### src/rtl/opnd_fetch_ctrl_pkg.sv
// ---------------------------------------------------------------------------
// opnd_fetch_ctrl_pkg
//   Shared codes for the operand-fetch sequencer: memory-operand selector,
//   operand size, FSM state encodings, the registered effective-address
//   context and the read-data size mask.
// ---------------------------------------------------------------------------
package opnd_fetch_ctrl_pkg;

    // Which operand slot (if any) is sourced from memory.
    localparam logic [1:0] OPND_MEM_NONE  = 2'd0;
    localparam logic [1:0] OPND_MEM_OPND0 = 2'd1;
    localparam logic [1:0] OPND_MEM_OPND1 = 2'd2;
    localparam logic [1:0] OPND_MEM_RSVD  = 2'd3;

    // Operand size codes; the unused code 3 is treated as full width.
    localparam logic [1:0] OPND_SZ_8  = 2'd0;
    localparam logic [1:0] OPND_SZ_16 = 2'd1;
    localparam logic [1:0] OPND_SZ_32 = 2'd2;

    // Sequencer state encodings.
    localparam logic [2:0] ST_IDLE = 3'd0;
    localparam logic [2:0] ST_CALC = 3'd1;
    localparam logic [2:0] ST_REQ  = 3'd2;
    localparam logic [2:0] ST_WAIT = 3'd3;
    localparam logic [2:0] ST_OUT  = 3'd4;

    // Fields of the accepted bundle still needed after the accept cycle.
    typedef struct packed {
        logic [1:0]  mem_sel;
        logic [1:0]  size;
        logic [31:0] base;
        logic [31:0] index;
        logic [1:0]  scale;
        logic [31:0] disp;
        logic        addr16;
    } opnd_ctx_t;

    // Keep only the low bytes selected by the operand size, zero-extended.
    function automatic logic [31:0] size_mask(input logic [31:0] data,
                                              input logic [1:0]  size);
        case (size)
            OPND_SZ_8:  return {24'h000000, data[7:0]};
            OPND_SZ_16: return {16'h0000, data[15:0]};
            default:    return data;
        endcase
    endfunction

endpackage

### src/rtl/opnd_fetch_ctrl_ea_calc.sv
// ---------------------------------------------------------------------------
// opnd_fetch_ctrl_ea_calc
//   Combinational effective-address adder: base + (index << scale) + disp,
//   modulo 2^32, with the upper half cleared for 16-bit address size.
// Ports
//   base    in  32  base register value
//   index   in  32  index register value
//   scale   in   2  index shift amount 0..3
//   disp    in  32  sign-extended displacement
//   addr16  in   1  16-bit address size: wrap the result at 64 KiB
//   ea      out 32  effective address
// ---------------------------------------------------------------------------
module opnd_fetch_ctrl_ea_calc (
    input  logic [31:0] base,
    input  logic [31:0] index,
    input  logic [1:0]  scale,
    input  logic [31:0] disp,
    input  logic        addr16,
    output logic [31:0] ea
);

    logic [31:0] full_sum;

    // NOTE: every signal written in always_comb is assigned on every path,
    // so no latch can be inferred.
    always_comb begin
        full_sum = base + (index << scale) + disp;
        ea       = addr16 ? {16'h0000, full_sum[15:0]} : full_sum;
    end

endmodule

### src/rtl/opnd_fetch_ctrl.sv
// ---------------------------------------------------------------------------
// opnd_fetch_ctrl
//   Sequencer between operand decode and execute. Accepts one decoded bundle,
//   computes the effective address, performs one memory read when an operand
//   is memory-sourced, substitutes the size-masked read data into the
//   selected slot and presents the resolved bundle to execute.
// Parameters
//   WAIT_LIMIT  maximum WAIT cycles without a response before abort (1..65535)
// Ports
//   clk, rst                    clock; synchronous active-high reset
//   in_valid / in_ready         decoded bundle handshake
//   in_opnd0, in_opnd1          register operand values
//   in_mem_sel                  memory-sourced slot (none/opnd0/opnd1/reserved)
//   in_base, in_index, in_scale, in_disp, in_addr16   EA components
//   in_size                     operand size for read-data masking
//   mem_req_valid/ready/addr    read request channel
//   mem_rsp_valid/data          read response channel
//   out_valid / out_ready       resolved bundle handshake
//   out_opnd0, out_opnd1        resolved operands
//   out_addr                    EA used (0 without a memory operand)
//   out_err                     reserved selector or response timeout
// ---------------------------------------------------------------------------
module opnd_fetch_ctrl
    import opnd_fetch_ctrl_pkg::*;
#(
    parameter int unsigned WAIT_LIMIT = 255
) (
    input  logic        clk,
    input  logic        rst,
    input  logic        in_valid,
    output logic        in_ready,
    input  logic [31:0] in_opnd0,
    input  logic [31:0] in_opnd1,
    input  logic [1:0]  in_mem_sel,
    input  logic [31:0] in_base,
    input  logic [31:0] in_index,
    input  logic [1:0]  in_scale,
    input  logic [31:0] in_disp,
    input  logic        in_addr16,
    input  logic [1:0]  in_size,
    output logic        mem_req_valid,
    input  logic        mem_req_ready,
    output logic [31:0] mem_req_addr,
    input  logic        mem_rsp_valid,
    input  logic [31:0] mem_rsp_data,
    output logic        out_valid,
    input  logic        out_ready,
    output logic [31:0] out_opnd0,
    output logic [31:0] out_opnd1,
    output logic [31:0] out_addr,
    output logic        out_err
);

    // Timeout fires on the WAIT cycle in which the counter reaches WAIT_LIMIT.
    localparam logic [15:0] LAST_WAIT = 16'(WAIT_LIMIT - 1);

    logic [2:0]  state;
    opnd_ctx_t   ctx_q;
    logic [31:0] res0_q;
    logic [31:0] res1_q;
    logic [31:0] addr_q;
    logic        err_q;
    logic [15:0] wait_cnt;

    logic [31:0] ea;
    logic [31:0] rsp_masked;
    logic        is_mem_sel;

    opnd_fetch_ctrl_ea_calc u_ea_calc (
        .base   (ctx_q.base),
        .index  (ctx_q.index),
        .scale  (ctx_q.scale),
        .disp   (ctx_q.disp),
        .addr16 (ctx_q.addr16),
        .ea     (ea)
    );

    assign rsp_masked = size_mask(mem_rsp_data, ctx_q.size);
    assign is_mem_sel = (in_mem_sel == OPND_MEM_OPND0) || (in_mem_sel == OPND_MEM_OPND1);

    // NOTE: sequential state uses non-blocking assignments only, so every
    // register samples pre-edge values regardless of statement order.
    always_ff @(posedge clk) begin
        if (rst) begin
            state    <= ST_IDLE;
            ctx_q    <= '0;
            res0_q   <= '0;
            res1_q   <= '0;
            addr_q   <= '0;
            err_q    <= 1'b0;
            wait_cnt <= '0;
        end else begin
            case (state)
                ST_IDLE: begin
                    if (in_valid) begin
                        ctx_q.mem_sel <= in_mem_sel;
                        ctx_q.size    <= in_size;
                        ctx_q.base    <= in_base;
                        ctx_q.index   <= in_index;
                        ctx_q.scale   <= in_scale;
                        ctx_q.disp    <= in_disp;
                        ctx_q.addr16  <= in_addr16;
                        res0_q        <= in_opnd0;
                        res1_q        <= in_opnd1;
                        addr_q        <= '0;
                        err_q         <= (in_mem_sel == OPND_MEM_RSVD);
                        wait_cnt      <= '0;
                        // Reserved selector takes the no-memory path with error.
                        state         <= is_mem_sel ? ST_CALC : ST_OUT;
                    end
                end
                ST_CALC: begin
                    addr_q <= ea;
                    state  <= ST_REQ;
                end
                ST_REQ: begin
                    if (mem_req_ready) begin
                        wait_cnt <= '0;
                        state    <= ST_WAIT;
                    end
                end
                ST_WAIT: begin
                    // A response on the final allowed cycle still wins.
                    if (mem_rsp_valid) begin
                        if (ctx_q.mem_sel == OPND_MEM_OPND0) res0_q <= rsp_masked;
                        else                                 res1_q <= rsp_masked;
                        state <= ST_OUT;
                    end else begin
                        wait_cnt <= wait_cnt + 16'd1;
                        if (wait_cnt == LAST_WAIT) begin
                            if (ctx_q.mem_sel == OPND_MEM_OPND0) res0_q <= '0;
                            else                                 res1_q <= '0;
                            err_q <= 1'b1;
                            state <= ST_OUT;
                        end
                    end
                end
                ST_OUT: begin
                    if (out_ready) state <= ST_IDLE;
                end
                default: state <= ST_IDLE;
            endcase
        end
    end

    // Outputs are decoded from state and gated so that everything except
    // in_ready reads zero outside its active state.
    assign in_ready      = (state == ST_IDLE);
    assign mem_req_valid = (state == ST_REQ);
    assign mem_req_addr  = mem_req_valid ? addr_q : '0;
    assign out_valid     = (state == ST_OUT);
    assign out_opnd0     = out_valid ? res0_q : '0;
    assign out_opnd1     = out_valid ? res1_q : '0;
    assign out_addr      = out_valid ? addr_q : '0;
    assign out_err       = out_valid & err_q;

endmodule

### config.mk
export PLATFORM = sky130hd
export DESIGN_NAME = opnd_fetch_ctrl
export DESIGN_NICKNAME = d
export VERILOG_FILES = /design/src/rtl/opnd_fetch_ctrl_pkg.sv /design/src/rtl/opnd_fetch_ctrl_ea_calc.sv /design/src/rtl/opnd_fetch_ctrl.sv
export SDC_FILE = /design/constraint.sdc
export NUM_CORES = 1
export LEC_CHECK = 0
export ABC_AREA = 0
export BUFFER_PORTS_ARGS = -buffer_cell sky130_fd_sc_hd__buf_2
export CAP_MARGIN = 40
export CORE_MARGIN = 5
export CORE_UTILIZATION = 46
export DETAILED_ROUTE_END_ITERATION = 10
export PLACE_DENSITY = 0.71
export SLEW_MARGIN = 20
export SYNTH_ARGS = -nofsm -noshare
export SYNTH_HDL_FRONTEND = slang
export SYNTH_HIERARCHICAL = 1
export SYNTH_SLANG_ARGS = --single-unit
### constraint.sdc
create_clock -name clk -period 5.8 [get_ports clk]
set_clock_uncertainty 0.1 [all_clocks]
set_input_delay 0.58 -clock clk [delete_from_list [all_inputs] [get_ports clk]]
set_output_delay 0.58 -clock clk [all_outputs]
set_load 0.05 [all_outputs]
==> summary.md <==
| Metric | Value |
|---|---|
| Slew margin rel. | `46.32%` |
| Top cell by count, worst path | `o41ai_4` |
| Ports | `337` |
| Starting density of the core | `between 40% and 50%` |
| Post-synthesis net count | `1887` |
| Fin util | `56.23%` |
| Buffer count from post-CTS setup fixing | `0` |
| Crit path DAT | `about 4600 ps` |
| Maxcap violations | `0` |
| Die W | `181.6 µm` |
| Pleak | `7.507 nW` |
| Power density over the cells | `286.3 mW/mm²` |
| Kind of critical path | `flop to flop` |
| Clock Path Buffers | `3` |
| Top sig layer | `met4` |
| Most common cell after layout, fill and taps aside | `nand2_1` |
| Mapped Cells | `between 1500 and 2000` |
| Finished Layout Cells | `2271` |
| CP endpoint kind | `flop` |
| Sequential share of power | `38.0%` |
| Placement Setup Slack | `1383 ps` |
| DP Area | `0.01534 mm²` |
| Final layout net count | `2140` |
| Simple logic cell fraction of the synthesized area | `about a quarter` |
| Design Power | `4.646 mW` |
| Share of cells above drive strength 1 | `roughly 27%` |
| Final WS setup | `1465 ps` |
| CTS tree | `built` |
| CP peak stage delay | `590 ps` |
| Via count of the routed design | `roughly 12000` |
| Root Buffer | `clkbuf_16` |
| Via density per instance | `5.435` |
| IO buf count | `336` |
| WP data required | `between 6000 and 7000 ps` |
| RSZ-0062 raised after global routing | `false` |
| Residual DRC | `0` |
| Setup-failing EPs final | `0` |
| CP Buf/Inv Count | `1` |
| Grt ovf | `0` |
| CTS sink cnt | `between 200 and 250` |
| WL final | `40520 µm` |
| Compound-cell area share of the yosys netlist | `15.78%` |
| Wire length per cell | `17.84 µm` |
| Final min period | `4335 ps` |
| Internal | `between 3 and 4 mW` |
| Met1 WL | `between 15000 and 20000 µm` |
| Synth warn | `6` |
| Clock Latency Late Sink | `520 ps` |
| Mean Syn Cell Area | `around 8.4 µm²` |
| 1st-iter DRT viols | `655` |
| Comb pwr share | `28.6%` |
| Ys flop type | `dfxtp_1` |
| Clock buffer count from CTS | `25` |
| Largest net degree at the start of global routing | `133` |
| DR WL met3 | `2476 µm` |
| R2r setup slk | `approximately 1500 ps` |
| Commonest non-fill, non-tap cells in the layout | `nand2_1 (336), buf_2 (335), a21oi_1 (247)` |
| Post-synthesis xor/xnor area fraction | `1.681%` |
| Post-route cell area | `roughly 0.016 mm²` |
| DR WL met2 | `about 19000 µm` |
| Top post-synthesis cells by area | `dfxtp_1 (32%), nand2_1 (9.3%), a21oi_1 (9.1%), mux2_4 (6.8%), fa_1 (4.7%)` |
| Hold_ws | `around 200 ps` |
| DP HPWL | `30730 µm` |
| Total Routing Usage GR | `between 20 and 25%` |
| Vias in the first global route | `11961` |
| Hold Buf Count CTS | `0` |
| Largest family of logic cells by synthesized area | `simple AND/OR/NAND/NOR gates` |
| Core footprint | `0.02886 mm²` |
| Clock slew seen by the registers of the worst setup and hold paths | `about 70 ps` |
| Final TNS setup | `0 ps` |
| Die area | `~0.033 mm²` |
| Part of the Yosys area used for sequential elements | `32.36%` |
| Critical Path Source Type | `flop` |
| Die H | `181.6 µm` |
| Final Cycle Share | `approximately 75%` |
| Ys async rst share | `0%` |
| Final Hold Vio Count | `0` |
| Rows | `62` |
| Final GP Congestion | `0.9275` |
| Layout area overhead | `19.79%` |
| Mux cell area share after synthesis | `12.46%` |
| Antenna violations before repair | `1` |
| Outcome | `complete, no violations` |
| Post-CTS resize count | `0` |
| Area fraction of the dominant cell type after synthesis | `~32%` |
| Worst path cell trace | `buf_4 -> mux4_2 -> fa_1 -> ha_1 -> nand4_2 -> a311oi_4 -> o41ai_4 -> o41ai_4 -> a221oi_2 -> mux2_4 -> nand2_1 -> a21oi_1` |
| Clock power frac | `between 30% and 40%` |
| Global-route wire length before repair | `around 64000 µm` |
| Slowest-stage cell, CP | `mux4_2` |
| Slew Limit Fails | `0` |
| Max Fanout on Critical Path | `34` |
| Post-synthesis register bit count | `roughly 220` |
| Number of synthesized flops with an enable pin | `0` |
| Top delay family on crit path | `compound AO/OA/AOI/OAI gates` |
| Cell taking the most area after synthesis | `dfxtp_1` |
| Inst Count DP | `2224` |
| Switch Pwr | `1.538 mW` |
| DRT Pass-1 Iters | `5` |
| Min-Delay Path Class | `input pin to flop` |
| Remaining antenna violation count | `0` |
| Adder-cell area share of the yosys netlist | `7.777%` |
| Synthesized area | `0.01355 mm²` |
| Max rail drop VDD | `0.0002070 V` |
| H-tree Lvls | `1` |
| Worst-margin pin slew | `804.2 ps` |
| Switch share | `33.10%` |
| Cell variety after synth | `74` |
| F_max | `230.7 MHz` |
==> registers in the layout (all words and copies together) (netlist names) <==
register,cells
res1_q,32
wait_cnt,16
addr_q,32
res0_q,32
state,3
err_q,1
ctx_q,103
==> worst register-to-register path, stage by stage, from the launching register on <==
cell	delay, ps
dfxtp_2	340
buf_4	450
mux4_2	590
fa_1	460
ha_1	440
nand4_2	180
a311oi_4	460
o41ai_4	180
o41ai_4	440
a221oi_2	130
mux2_4	310
nand2_1	60
a21oi_1	50
==> routing by layer <==
layer	up-vias	track usage, %
met3	73	3.661
met4	0	6.515
met2	399	39.04
li1	6096	-
met5	-	0
met1	5774	30.61
==> synth_stat cells (all sizes together), types with 5 or more instances <==
library cell,instances
mux2,70
buf,20
inv,21
and2,101
o41ai,8
fa,32
o31ai,7
o21bai,5
clkbuf,110
xnor2,18
and3,35
nor2b,71
nand2,336
dfxtp,219
mux4,28
nand3,63
o2111ai,8
nand4,14
xor2,8
or4b,6
a21o,16
or4,7
o21ai,22
o211ai,6
o21a,9
ha,33
a21oi,248
nor3,9
nor2,34
nand2b,5
==> power by group through the flow <==
stage	Clock, mW	Sequential [mW]	Combinational, mW
after global placement	0	1.79	1.29
after detailed placement	0	1.80	1.30
after floorplan	0	1.74	1.01
final	1.55	1.77	1.33
after CTS	1.59	1.77	1.31
after global routing	1.65	1.78	1.47
==> cells by family after synthesis <==
group | Yosys count
simple gates | 698
compound gates | 356
flops | 219
buf+inv | 151
mux | 102
fa+ha+maj | 65
xor+xnor | 26
==> worst paths after layout <==
path                              endpoint  cells after the start        from
worst min-delay path             ctx_q[10]                      3  in_disp[9]
worst min register to register    ctx_q[1]                      2    ctx_q[1]
worst max register to register  addr_q[29]                     12   ctx_q[33]
worst max-delay path            addr_q[29]                     12   ctx_q[33]
==> cell type report <==
type,instances,area (µm²)
diodes,1,2.502
clock buffers,36,737.0
clock inverters,7,80.08
fillers,2746,12630
inverters,21,78.83
multi-input cells,1247,8557
flip-flops and latches,219,4385
well taps,384,480.5
repair buffers,356,1907
No activity file was read; power rests on OpenSTA's default activity.
